===== src/rtl/fir_tap_loader_if.sv =====
// Coefficient configuration stream between a tap source and fir_tap_loader.
interface fir_tap_loader_if #(
   parameter int unsigned w = 16
);

   logic [w-1:0] cfg_data;
   logic         cfg_valid;
   logic         cfg_last;
   logic         cfg_ready;

   // Source side drives words, loader answers with ready.
   modport master (
      output cfg_data,
      output cfg_valid,
      output cfg_last,
      input  cfg_ready
   );

   // Loader side.
   modport slave (
      input  cfg_data,
      input  cfg_valid,
      input  cfg_last,
      output cfg_ready
   );

endinterface


===== src/rtl/fir_tap_loader.sv =====
// Double-buffered FIR coefficient loader: words stream into a shadow bank and
// are published to the active taps only on a commit after a complete frame.
// Frames shorter or longer than n words are flagged and never published.
// n must be at least 2.
module fir_tap_loader #(
   parameter int unsigned n = 10,
   parameter int unsigned w = 16
) (
   input  logic                clock,
   input  logic                reset,
   fir_tap_loader_if.slave     cfg,
   input  logic                commit,
   input  logic                err_clear,
   output logic [w-1:0]        taps [n-1:0],
   output logic                taps_valid,
   output logic                taps_updated,
   output logic                busy,
   output logic                err_short,
   output logic                err_long
);

   localparam int unsigned iw = (n > 1) ? $clog2(n) : 1;
   localparam logic [iw-1:0] last_idx = iw'(n - 1);

   typedef enum logic [1:0] {
      IDLE  = 2'd0,
      LOAD  = 2'd1,
      FULL  = 2'd2,
      DRAIN = 2'd3
   } state_t;

   state_t        state;
   logic [iw-1:0] index;
   logic [w-1:0]  shadow [n-1:0];
   logic          xfer;

   // Ready depends only on state so the source sees it before the edge.
   assign cfg.cfg_ready = (state != FULL);
   assign busy          = (state != IDLE);
   assign xfer          = cfg.cfg_valid && cfg.cfg_ready;

   // Frame sequencing, shadow capture, publish on commit and sticky errors.
   always_ff @(posedge clock) begin
      if (reset) begin
         state        <= IDLE;
         index        <= '0;
         taps_valid   <= 1'b0;
         taps_updated <= 1'b0;
         err_short    <= 1'b0;
         err_long     <= 1'b0;
         for (int i = 0; i < int'(n); i++) begin
            shadow[i] <= '0;
            taps[i]   <= '0;
         end
      end else begin
         taps_updated <= 1'b0;

         // Clear first so that an error detected on this edge overrides it.
         if (err_clear) begin
            err_short <= 1'b0;
            err_long  <= 1'b0;
         end

         case (state)
            IDLE: begin
               if (xfer) begin
                  shadow[0] <= cfg.cfg_data;
                  if (cfg.cfg_last) begin
                     err_short <= 1'b1;
                     index     <= '0;
                  end else begin
                     index <= iw'(1);
                     state <= LOAD;
                  end
               end
            end

            LOAD: begin
               if (xfer) begin
                  shadow[index] <= cfg.cfg_data;
                  if (index == last_idx) begin
                     index <= '0;
                     if (cfg.cfg_last) begin
                        state <= FULL;
                     end else begin
                        err_long <= 1'b1;
                        state    <= DRAIN;
                     end
                  end else if (cfg.cfg_last) begin
                     err_short <= 1'b1;
                     index     <= '0;
                     state     <= IDLE;
                  end else begin
                     index <= index + iw'(1);
                  end
               end
            end

            FULL: begin
               if (commit) begin
                  taps         <= shadow;
                  taps_valid   <= 1'b1;
                  taps_updated <= 1'b1;
                  state        <= IDLE;
               end
            end

            DRAIN: begin
               if (xfer && cfg.cfg_last) begin
                  state <= IDLE;
               end
            end

            default: begin
               state <= IDLE;
               index <= '0;
            end
         endcase
      end
   end

endmodule


===== src/flat_wrapper.sv =====
// flat-port wrapper written by rule: the top's interface ports become plain ports
module fir_tap_loader_flat 
#(
   parameter int unsigned n = 10,
   parameter int unsigned w = 16
)
  (clock, reset, commit, err_clear, taps, taps_valid, taps_updated, busy, err_short, err_long, cfg_cfg_data, cfg_cfg_valid, cfg_cfg_last, cfg_cfg_ready);
  fir_tap_loader_if #(.w(w)) cfg_i ();
  input  logic clock;
  input  logic reset;
  input  logic commit;
  input  logic err_clear;
  output logic [w-1:0] taps[n-1:0];
  output logic taps_valid;
  output logic taps_updated;
  output logic busy;
  output logic err_short;
  output logic err_long;
  input wire logic [$bits(cfg_i.cfg_data)-1:0] cfg_cfg_data;
  input wire logic [$bits(cfg_i.cfg_valid)-1:0] cfg_cfg_valid;
  input wire logic [$bits(cfg_i.cfg_last)-1:0] cfg_cfg_last;
  output wire logic [$bits(cfg_i.cfg_ready)-1:0] cfg_cfg_ready;
  assign cfg_i.cfg_data = cfg_cfg_data;
  assign cfg_i.cfg_valid = cfg_cfg_valid;
  assign cfg_i.cfg_last = cfg_cfg_last;
  assign cfg_cfg_ready = cfg_i.cfg_ready;
  fir_tap_loader #(.n(n), .w(w)) u_core (.clock(clock), .reset(reset), .cfg(cfg_i), .commit(commit), .err_clear(err_clear), .taps(taps), .taps_valid(taps_valid), .taps_updated(taps_updated), .busy(busy), .err_short(err_short), .err_long(err_long));
endmodule

===== config.mk =====
export PLATFORM = sky130hd
export DESIGN_NAME = fir_tap_loader_flat
export DESIGN_NICKNAME = d
export VERILOG_FILES = /design/src/rtl/fir_tap_loader_if.sv /design/src/rtl/fir_tap_loader.sv /design/src/flat_wrapper.sv
export SDC_FILE = /design/constraint.sdc
export NUM_CORES = 1
export LEC_CHECK = 0
export BUFFER_PORTS_ARGS = -buffer_cell sky130_fd_sc_hd__buf_2
export CAP_MARGIN = 40
export CORE_ASPECT_RATIO = 1.2
export CORE_MARGIN = 3
export CORE_UTILIZATION = 61
export DETAILED_ROUTE_END_ITERATION = 10
export PLACE_DENSITY = 0.95
export SLEW_MARGIN = 15
export SYNTH_ARGS = -nofsm -noshare
export SYNTH_HDL_FRONTEND = slang
export SYNTH_SLANG_ARGS = --single-unit

===== constraint.sdc =====
create_clock -name clock -period 4.1 [get_ports clock]
set_input_delay 0.82 -clock clock [delete_from_list [all_inputs] [get_ports clock]]
set_output_delay 0.82 -clock clock [all_outputs]
set_load 0.01 [all_outputs]

# Word level (Yosys, flattened, before mapping)

Cells that the tools add are included.
W data, S select, Z words.

Flip-flop bits (word level): 330
Input port bits: 22
Output and inout port bits: 166

Add/subtract/negate cells: 1
$lt $le $gt $ge: 2
Equal/unequal tests: 11
Multiplexer cells: 33
Bitwise logic cells: 1
Reductions and logical operators: 11

Operator list:

| operator              | number |
|---|---|
| $bwmux W160           | 1 |
| $demux W16 S4         | 1 |
| $mux W16              | 3 |
| $pmux W16 S2          | 1 |
| $mux W4               | 4 |
| $mux W2               | 7 |
| $mux W1               | 13 |
| $pmux W2 S4           | 1 |
| $pmux W4 S2           | 1 |
| $ne A2 B1 Y1 const B  | 3 |
| $ne A2 B2 Y1 const B  | 3 |
| $reduce_and A6 Y1     | 1 |
| $lt A4 B5 Y1 const B  | 1 |
| $add A4 B1 Y4 const B | 1 |
| $eq A2 B2 Y1 const B  | 2 |
| $eq A4 B4 Y1 const B  | 1 |
| $ge A4 B1 Y1 const B  | 1 |
| $reduce_and A2 Y1     | 2 |
| $reduce_bool A2 Y1    | 2 |
| $logic_and A1 B1 Y1   | 3 |
| $ne A3 B2 Y1 const B  | 1 |
| $reduce_and A3 Y1     | 1 |
| $eq A2 B1 Y1 const B  | 1 |
| $logic_not A2 Y1      | 1 |
| 3 further kinds       | 3 |

# Depth between registers and ports, before layout

Gate-level depths: netlist (run 1).

Word-level depth: 7
Gate-level depth with buffers: 7
Mapped depth without buffers: 5

# Worst setup path before layout (run 1)

OpenSTA, ideal clock, no wires.

Path kind: in2reg
Start: input cfg_cfg_valid
End: register u_core.shadow[51] (netlist bit)
Data arrival time: 2.022 ns
Data required time: 4.028 ns
Slack: 2.006 ns
Cell stages on the path: 6
Buffers on the path: 3
Cells stage by stage: buf_4 -> nor3b_4 -> and3_1 -> buf_6 -> buf_12 -> mux2i_1

Longest elaborated chain between the ends: 2

Ends and longest elaborated chain:

| element                            | line                 | text |
|---|---|---|
| start: declaration                 | flat_wrapper.sv:20   | `input wire logic [$bits(cfg_i.cfg_valid)-1:0] cfg_cfg_valid;` |
| $logic_and A1 B1 Y1                | fir_tap_loader.sv:40 | `assign xfer = cfg.cfg_valid && cfg.cfg_ready;` |
| $reduce_and A2 Y1 (no source line) | -                    |  |
| end signal: indexed assignment     | fir_tap_loader.sv:80 | `shadow[index] <= cfg.cfg_data;` |
| end: declaration                   | fir_tap_loader.sv:34 | `logic [w-1:0] shadow [n-1:0];` |

No other way between the ends.
A chain may end at the register's enable or synchronous reset.

# Worst setup path in the final report (run 1)

Start: register u_core.state[1]
End: output busy

Longest elaborated chain between the ends: 1

Ends and longest elaborated chain:

| element                  | line                 | text |
|---|---|---|
| start: declaration       | fir_tap_loader.sv:32 | `state_t state;` |
| start signal: assignment | fir_tap_loader.sv:45 | `state <= IDLE;` |
| start signal: assignment | fir_tap_loader.sv:73 | `state <= LOAD;` |
| start signal: assignment | fir_tap_loader.sv:84 | `state <= FULL;` |
| $reduce_bool A2 Y1       | fir_tap_loader.sv:39 | `assign busy = (state != IDLE);` |
| end: declaration         | flat_wrapper.sv:16   | `output logic busy;` |

No other way between the ends.

==> results of run 1 <==
## power by group through the flow
stage / clock, mW / sequential, mW / combinational [mW]
floorplan: 0 / 3.31 / 0.174
global placement: 0 / 3.31 / 0.253
detailed placement: 0 / 3.31 / 0.260
CTS: 2.97 / 3.24 / 0.262
global route: 3.11 / 3.24 / 0.286
finish: 2.96 / 3.24 / 0.273
## cell usage after synthesis, types with 4 or more instances
library cell	count
sky130_fd_sc_hd__buf_1	4
sky130_fd_sc_hd__a21oi_1	230
sky130_fd_sc_hd__nand2_1	327
sky130_fd_sc_hd__buf_2	31
sky130_fd_sc_hd__o21ai_0	62
sky130_fd_sc_hd__clkbuf_1	67
sky130_fd_sc_hd__dfxtp_1	330
sky130_fd_sc_hd__buf_6	4
sky130_fd_sc_hd__nand3_1	66
sky130_fd_sc_hd__buf_4	4
sky130_fd_sc_hd__and2_1	4
sky130_fd_sc_hd__nand2b_1	119
sky130_fd_sc_hd__mux2i_1	96
sky130_fd_sc_hd__nand3_4	4
sky130_fd_sc_hd__inv_1	5
sky130_fd_sc_hd__ha_1	4
## critical path: cells and delay by family, from the launching register on
family        cells  cell delay, ns
buf+inv           1            0.12
simple gates      1            0.23
flops             1            0.78
## layout make-up
type                            count  area share [%]
Clock buffer                       44            6.26
Timing Repair Buffer              202            7.79
Inverter                            5           0.131
Tap cell                          261            2.28
Sequential cell                   330            46.2
Multi-Input combinational cell    947            36.2
Clock inverter                     10            1.13
## per-stage QoR
step                      hold WS, ns  util [%]
after global placement          0.437      67.0
after detailed placement        0.443      67.1
final                           0.450      72.6
after global routing            0.464      72.6
after floorplan                 0.428         -
after CTS                       0.454      72.5
## layer usage
metal	global-route usage [%]	up-vias	wire length (um)
met3	5.95	118	3210
met4	14.3	0	1630
met1	37.9	5025	12900
met5	0	-	0
li1	-	4877	-
met2	47.1	547	15900
## logic make-up after synthesis
kind of cell / Yosys count / share of synthesized area, %
compound gates: 303 / 12.6
mux: 96 / 7.82
buf+inv: 118 / 4.44
simple gates: 544 / 21.0
flops: 330 / 53.7
fa+ha+maj: 4 / 0.407
## worst max-delay path by stage
| stage | start | endpoint | slack, ns | depth (start not counted) |
|---|---|---|---|---|
| after floorplan | cfg_cfg_valid | u_core.shadow[51] | 2.01 | 6 |
| after global placement | cfg_cfg_valid | u_core.shadow[147] | 1.49 | 4 |
| after detailed placement | cfg_cfg_valid | u_core.shadow[57] | 1.45 | 4 |
| after CTS | u_core.state[1] | busy | 1.62 | 2 |
| after global routing | u_core.state[1] | busy | 1.53 | 2 |
| final | u_core.state[1] | busy | 1.60 | 2 |
## sequential cells by signal (all words and copies together), names as in the netlist
register             count
u_core.shadow          160
u_core.taps            160
u_core.index             4
u_core.state             2
u_core.err_long          1
u_core.err_short         1
u_core.taps_updated      1
u_core.taps_valid        1
==> impl.org, run 1 <==
** Synthesis
- Post-synthesis cell count :: 1395
- In this run the cell area of the synthesized design comes to 12300 sq um.
- Main area contributors after synthesis :: sky130_fd_sc_hd__dfxtp_1 (54%), sky130_fd_sc_hd__nand2_1 (10%), sky130_fd_sc_hd__a21oi_1 (9.4%)
- Proportion of netlist area held by the largest area contributor :: 53.7%
- Proportion of synthesized chip area in sequential cells :: 53.7%
- Number of storage elements in the synthesis netlist :: 330
- Count of flip-flops with a built-in enable after synthesis :: 0
- Unique cell type count in the Yosys netlist :: 41
- Primary FF master, synth :: sky130_fd_sc_hd__dfxtp_1
- Library cell occupying the most area in the post-synthesis netlist :: sky130_fd_sc_hd__dfxtp_1
- The number of nets handed over by synthesis was 1421.
- Averaged over all synthesized cells, the footprint is 8.81 sq um.
- Counting flops with an async set or reset pin after synthesis yields a share of 0%.
- Synthesis Warnings :: 0

** Worst setup path
- In this design, the stage delay of the slowest critical-path cell is 0.78 ns.
- The critical path is of the flop to primary output type.
- The critical path goes through or2_2 -> buf_2.
- In this run the critical register-to-register path is captured at u_core.taps[8].
- The worst setup path is captured at a primary output.
- STA classifies the critical path startpoint as a flop.
- In this run the worst path has a maximum fanout of 16.
- STA puts the critical path data arrival time at 1.68 ns.
- STA puts the critical path data required time at 3.28 ns.
- Reg-to-reg slack, setup :: 1.75 ns
- Reg2Reg Launch Point :: u_core.state[1]
- Slowest cell on the critical path :: sky130_fd_sc_hd__dfxtp_1
- Depth of the worst register-to-register path :: 4

** Pwr
- Net switching is 21.9% of the power.
- The completed layout was analyzed and its total power is 6.48 mW.
- The internal portion of the total power is 5.06 mW.
- The worst-case IR drop observed on VDD is 0.337 mV.
- Part of the power in registers :: 50.0%
- Total power per unit cell area :: 453 nW/um^2
- Summed over all nets, the switching power comes to 1.42 mW.
- Per report_power, the clock group accounts for 45.7% of the total.
- Portion of total power attributed to combinational logic :: 4.2%
- Leakage power :: 5.80 nW

** STA
- Based on the critical path, the design can be clocked at up to 400 MHz.
- The final critical path takes up 60.9% of the cycle.
- Sum Neg Setup Slack :: 0 ns
- At the pin with the least slew margin, the transition time is 0.897 ns.
- Worst-case setup margin in the final layout :: 1.60 ns
- Final Hold Viols :: 0
- Worst slew margin relative to its limit :: 40.1%
- The number of pins with negative max-slew slack in the final report came to 0.
- For the final database, setup skew stands at 0.0216 ns.
- Setup violations remaining at the end of the flow were counted as 0.
- Unrepaired setup endpoints after global routing :: no
- After layout, the minimum clock period comes to 2.50 ns.

** Drt
- For this run, the detailed router's first-pass iteration total came to 6.
- For this block, the routed nets add up to 33600 um of wire.
- 1st-iter DRT viols :: 1175
- Post-DRT Antenna Nets :: 0
- Vias :: 10600
- In the routed layout, each cell is associated on average with a via count of 5.87.
- Per-cell routed wire length :: 18.7 um
- Detailed-route DRC error count :: 0

** Clock tree
- CTS saw 330 sinks.
- In this run the clock root is driven by a sky130_fd_sc_hd__clkbuf_16.
- TritonCTS built the clock tree.
- Resized cells post-CTS :: 0
- CTS built an H-tree with a depth of 1.
- In this run, post-CTS hold repair placed 0 buffers.
- Source-to-sink clock delay at the later pin of the worst-skew pair :: 0.56 ns
- After clock tree synthesis, the clock-pin slew on the worst setup and hold paths is 0.06 ns.
- The number of clock buffers added by TritonCTS is 30.
- In this run the deepest clock path goes through 3 buffers.
- Setup Buffers After CTS :: 0

** Worst hold path
- In this run the most critical hold path is launched from u_core.shadow[115].
- Hold/Removal Path Class :: flop to flop
- The path with the worst hold slack has its endpoint at u_core.taps[115].
- Counting instances, the worst hold path has a depth of 2.

** Global route
- The first global-routing pass estimated 52200 um of wire.
- Entering global routing, the biggest net connects 141 pins.
- Initial antenna violation count :: 0
- After global routing the overflow that remains totals 0.
- Number of global-route vias before repair :: 10000
- Global-route usage over all layers :: 29.4%

** Layout
- Post-route non-filler standard cell count :: 1799
- After routing the design area is 14300 sq um.
- In the layout the commonest cells are sky130_fd_sc_hd__dfxtp_1 (330), sky130_fd_sc_hd__nand2_1 (327), sky130_fd_sc_hd__a21oi_1 (230).
- Area of the multi-input gates :: 5170 sq um
- Register area :: 6610 sq um
- Antenna diodes :: 0
- Compared with the post-synthesis result, the final layout area differs by 16.3%.
- Number of nets at the end of the flow :: 1542
- Fillers :: 1342
- Most common library cell in the layout ignoring fill and taps :: sky130_fd_sc_hd__dfxtp_1
- Proportion of layout cells with a drive suffix above 1 :: 17.0%

** Die
- Total die area :: 21900 sq um
- From bottom edge to top edge, the die measures 162 um.
- Placeable core area :: 19700 sq um
- Placement Rows :: 56
- Overall die width :: 136 um
- Num ports :: 188
- For this configuration, the core starts out at a cell density of 62.4%.

** Run status
- Result of the run :: finished, final reports clean

** Placement
- Detailed placement ended at an HPWL of 20700 um.
- OpenSTA, run right after detailed placement, puts the worst setup slack at 1.45 ns.
- Placer Congestion :: 0.856
- In this run, placement finished with an instance count of 1744.
- After detailed placement, the total cell area comes to 13200 sq um.
- Quantity of I/O buffers inserted on ports :: 187

** Flow run
- Max-cap violations in this run came to 0.
(Power assumes the default switching activity.)
==> inputs of run 2 (changes only) <==
--- a/config.mk
+++ b/config.mk
@@ -5,13 +5,14 @@
 export SDC_FILE = /design/constraint.sdc
 export NUM_CORES = 1
 export LEC_CHECK = 0
+export ABC_AREA = 1
 export BUFFER_PORTS_ARGS = -buffer_cell sky130_fd_sc_hd__buf_2
 export CAP_MARGIN = 40
 export CORE_ASPECT_RATIO = 1.2
 export CORE_MARGIN = 3
-export CORE_UTILIZATION = 61
+export CORE_UTILIZATION = 56
 export DETAILED_ROUTE_END_ITERATION = 10
-export PLACE_DENSITY = 0.95
+export PLACE_DENSITY = 0.89
 export SLEW_MARGIN = 15
 export SYNTH_ARGS = -nofsm -noshare
 export SYNTH_HDL_FRONTEND = slang
==> constraint.sdc (replaced) <==
create_clock -name clock -period 2.4 [get_ports clock]
set_input_delay 0.48 -clock clock [delete_from_list [all_inputs] [get_ports clock]]
set_output_delay 0.48 -clock clock [all_outputs]
set_load 0.01 [all_outputs]
==> run 2 against run 1 <==
  * Synthesized area down 4.3%
  * Register-to-register slack worse by 1.3 ns
  * Critical endpoint is now u_core.shadow[79]
  * Setup slack worse by 1.2 ns
  * Clock skew down 0.0089 ns
  * Synthesized cell count up 7.4%
  * Via count down 3.8%
  * Flip-flop and latch count unchanged
  * Largest power group unchanged
==> impl.org, run 2 <==
** Global route
- Global-route usage over all layers :: 25.3%
- The number of global-route vias before repair is 9686.
- The initial antenna violation count came to 0.
- Entering global routing, the biggest net connects 113 pins.
- Overall overflow remaining after global route :: 0
- Global-route wire length before repair :: 47900 um

** Synthesis
- Synthesis produced a netlist with a net count of 1524.
- Proportion of netlist area held by the largest area contributor :: 56.2%
- Synthesized area divided by synthesized cell count :: 7.85 sq um
- Library cell occupying the most area in the post-synthesis netlist :: sky130_fd_sc_hd__dfxtp_1
- In the synthesized netlist the dominant register cell turns out to be sky130_fd_sc_hd__dfxtp_1.
- Synthesis Warnings :: 0
- The synthesized netlist contains 24 unique library cells.
- For this run, asynchronously set or reset flops after synthesis account for 0%.
- Cell with the most instances after synthesis :: sky130_fd_sc_hd__nor2_1
- In this run, synthesis inferred 0 flip-flops with an integrated enable.
- Commonest cells in the netlist :: sky130_fd_sc_hd__nor2_1 (333), sky130_fd_sc_hd__dfxtp_1 (330), sky130_fd_sc_hd__o21ai_0 (325)
- Summing every instance area after synthesis gives 11800 sq um.
- Post-synthesis cell count :: 1498
- In the post-synthesis netlist, the biggest area contributors are sky130_fd_sc_hd__dfxtp_1 (56%), sky130_fd_sc_hd__o21ai_0 (14%), sky130_fd_sc_hd__nor2_1 (11%).
- After synthesis, flip-flops and latches occupy 56.2% of the total area.
- Counting flops and latches in the post-synthesis netlist gives 330.

** STA
- In this run the tightest slew margin relative to its limit is 60.1%.
- Worst-case setup margin in the final layout :: 0.442 ns
- The number of pins with negative max-slew slack in the final report came to 0.
- The smallest clock period supported by the final layout is computed as 1.96 ns.
- In the finished design, the share of the clock period the worst path needs comes to 81.6%.
- Setup repair after global routing left no endpoint under its margin.
- Based on the critical path, the design can be clocked at up to 511 MHz.
- Setup violations remaining at the end of the flow were counted as 0.
- Final Hold Viols :: 0
- Clock skew :: 0.0127 ns
- Sum Neg Setup Slack :: 0 ns
- Actual transition at the worst max-transition pin :: 0.597 ns

** Clock tree
- CTS tree :: done
- Counting along the longest clock path gives a buffer depth of 3.
- Hold buffer count at CTS :: 0
- Post-CTS timing repair inserted 0 buffers for setup.
- The clock drives 330 sinks.
- Maximum level of the CTS H-tree :: 1
- After clock tree synthesis, the clock-pin slew on the worst setup and hold paths is 0.06 ns.
- The cell sitting at the root of the clock tree is a sky130_fd_sc_hd__clkbuf_16.
- Gates resized during post-CTS repair numbered 0.
- In this run, CTS created clock tree buffers numbering 31.
- Source-to-sink clock delay at the later pin of the worst-skew pair :: 0.54 ns

** Drt
- After detailed routing, the total wire length is 30200 um.
- Vias per Instance :: 5.30
- Detailed-route DRC error count :: 0
- For this block, the initial DRC count from the detailed router was 915.
- Post-DRT Antenna Nets :: 0
- The first detailed-routing pass took 7 iterations.
- Vias :: 10200
- Per-cell routed wire length :: 15.8 um

** Layout
- Commonest cells after routing, fill and taps aside :: sky130_fd_sc_hd__nor2_1 (333), sky130_fd_sc_hd__dfxtp_1 (330), sky130_fd_sc_hd__o21ai_0 (325)
- Area delta synth->final :: 17.5%
- Number of nets at the end of the flow :: 1654
- Leaving out fill and tap cells, the most frequent cell in the layout is sky130_fd_sc_hd__nor2_1.
- Antenna diodes :: 0
- Proportion of layout cells with a drive suffix above 1 :: 16.3%
- In the final layout, the registers with the most flip-flops are u_core.shadow x160, u_core.taps x160, u_core.index x4.

** Die
- Placeable core area :: 20500 sq um
- Floorplan die height :: 165 um
- Num ports :: 188
- Initial standard-cell utilization of the core :: 57.5%
- The floorplan step defined a die boundary enclosing 22800 sq um.
- The floorplan has 57 rows.
- The floorplan step set the die width to 138 um.

** Pwr
- Part of the power in registers :: 50.7%
- The internal power of the cells totals 8.59 mW.
- IR analysis of the VDD net gives a maximum drop of 0.577 mV.
- Net Sw Frac :: 21.4%
- For this design the static power due to leakage is 5.72 nW.
- For this design the ratio of total power to cell area is 790 nW/um^2.
- Net switching component of the power :: 2.33 mW
- The clock network accounts for 45.5% of the total power.
- Portion of total power attributed to combinational logic :: 3.9%

** Placement
- Placer Congestion :: 0.861
- Quantity of I/O buffers inserted on ports :: 187
- OpenSTA, run right after detailed placement, puts the worst setup slack at 0.365 ns.
- Sum of net half-perimeters after detailed placement :: 18800 um

** Worst setup path
- Data on the critical path is required at its endpoint by 2.87 ns.
- Reg-to-reg slack, setup :: 0.44 ns
- For the worst setup path, the data arrival time is 2.43 ns.
- Critical path endpoint category :: flop
- The worst setup path is launched from a flop.
- Critical path fanouts, max :: 17
- The critical path is of the flop to flop type.

** Flow run
- Max-cap violations in this run came to 0.

** Run status
- Result of the run :: finished, final reports clean

** Worst hold path
- The path class of the tightest hold or removal check is input port to flop.
==> run 2: cell count changes after synthesis, sizes merged, moves of 96 or more <==
cell    before  now
nor2         3  335
nand2b     119    0
o21ai       65  325
mux2i       96    0
nand2      327   24
inv          5  188
==> run 2: metal layers <==
metal | vias up | GRT usage, % | part of all wire (%)
met3 | 85 | 3.71 | 7.3
met2 | 407 | 45.6 | 50
met1 | 4639 | 30.6 | 39
met4 | 0 | 10.2 | 3.6
met5 | - | 0 | 0
li1 | 5031 | - | -
==> run 2: metrics by stage <==
stage               utilization, %  area [sq um]  cells  hold slack [ns]  power [mW]
floorplan                        -         11800   1498            0.450        5.93
detailed placement            62.5         12800   1860            0.433        6.07
global route                  67.6         13800   1917            0.203        11.3
CTS                           67.6         13800   1917            0.186        11.0
global placement              62.5         12800   1860            0.429        6.06
finish                        67.6         13800   1917            0.204        10.9
==> run 2: worst paths after layout <==
kind	start	to	cells after the start
worst max-delay path	u_core.state[1]	u_core.shadow[79]	7
worst max register to register	u_core.state[1]	u_core.shadow[79]	7
worst min register to register	u_core.taps[87]	u_core.taps[87]	2
worst min-delay path	err_clear	u_core.err_short	4
==> run 2: cell type report <==
class                      instances  area (sq um)
clock buffer                      46           882
clock inverter                    11           159
fill                            1589          6640
inverter                         189           714
multi-input combinational        873          4020
sequential                       330          6610
tap                              265           332
timing repair buffer             203          1120
==> run 2: worst max-delay path: stages (launching register included) <==
cell                      delay (ns)
sky130_fd_sc_hd__dfxtp_1        0.39
sky130_fd_sc_hd__inv_2          0.15
sky130_fd_sc_hd__nand2_2        0.12
sky130_fd_sc_hd__nor2_8         0.17
sky130_fd_sc_hd__nand3_1        0.45
sky130_fd_sc_hd__inv_2          0.41
sky130_fd_sc_hd__nor2_1         0.09
sky130_fd_sc_hd__nor2_1         0.11
==> run 2: kinds of logic after synthesis <==
family	count (synthesis)	synth area share, %
compound gates	489	20.8
simple gates	378	12.7
flops	330	56.2
buf+inv	295	9.76
fa+ha+maj	4	0.425
xor+xnor	2	0.149
==> run 2: power groups by stage <==
| stage | clock (mW) | combinational (mW) | sequential (mW) |
|---|---|---|---|
| floorplan | 0 | 0.273 | 5.65 |
| global placement | 0 | 0.401 | 5.66 |
| detailed placement | 0 | 0.409 | 5.66 |
| CTS | 5.02 | 0.414 | 5.54 |
| global route | 5.26 | 0.471 | 5.54 |
| finish | 4.97 | 0.421 | 5.54 |
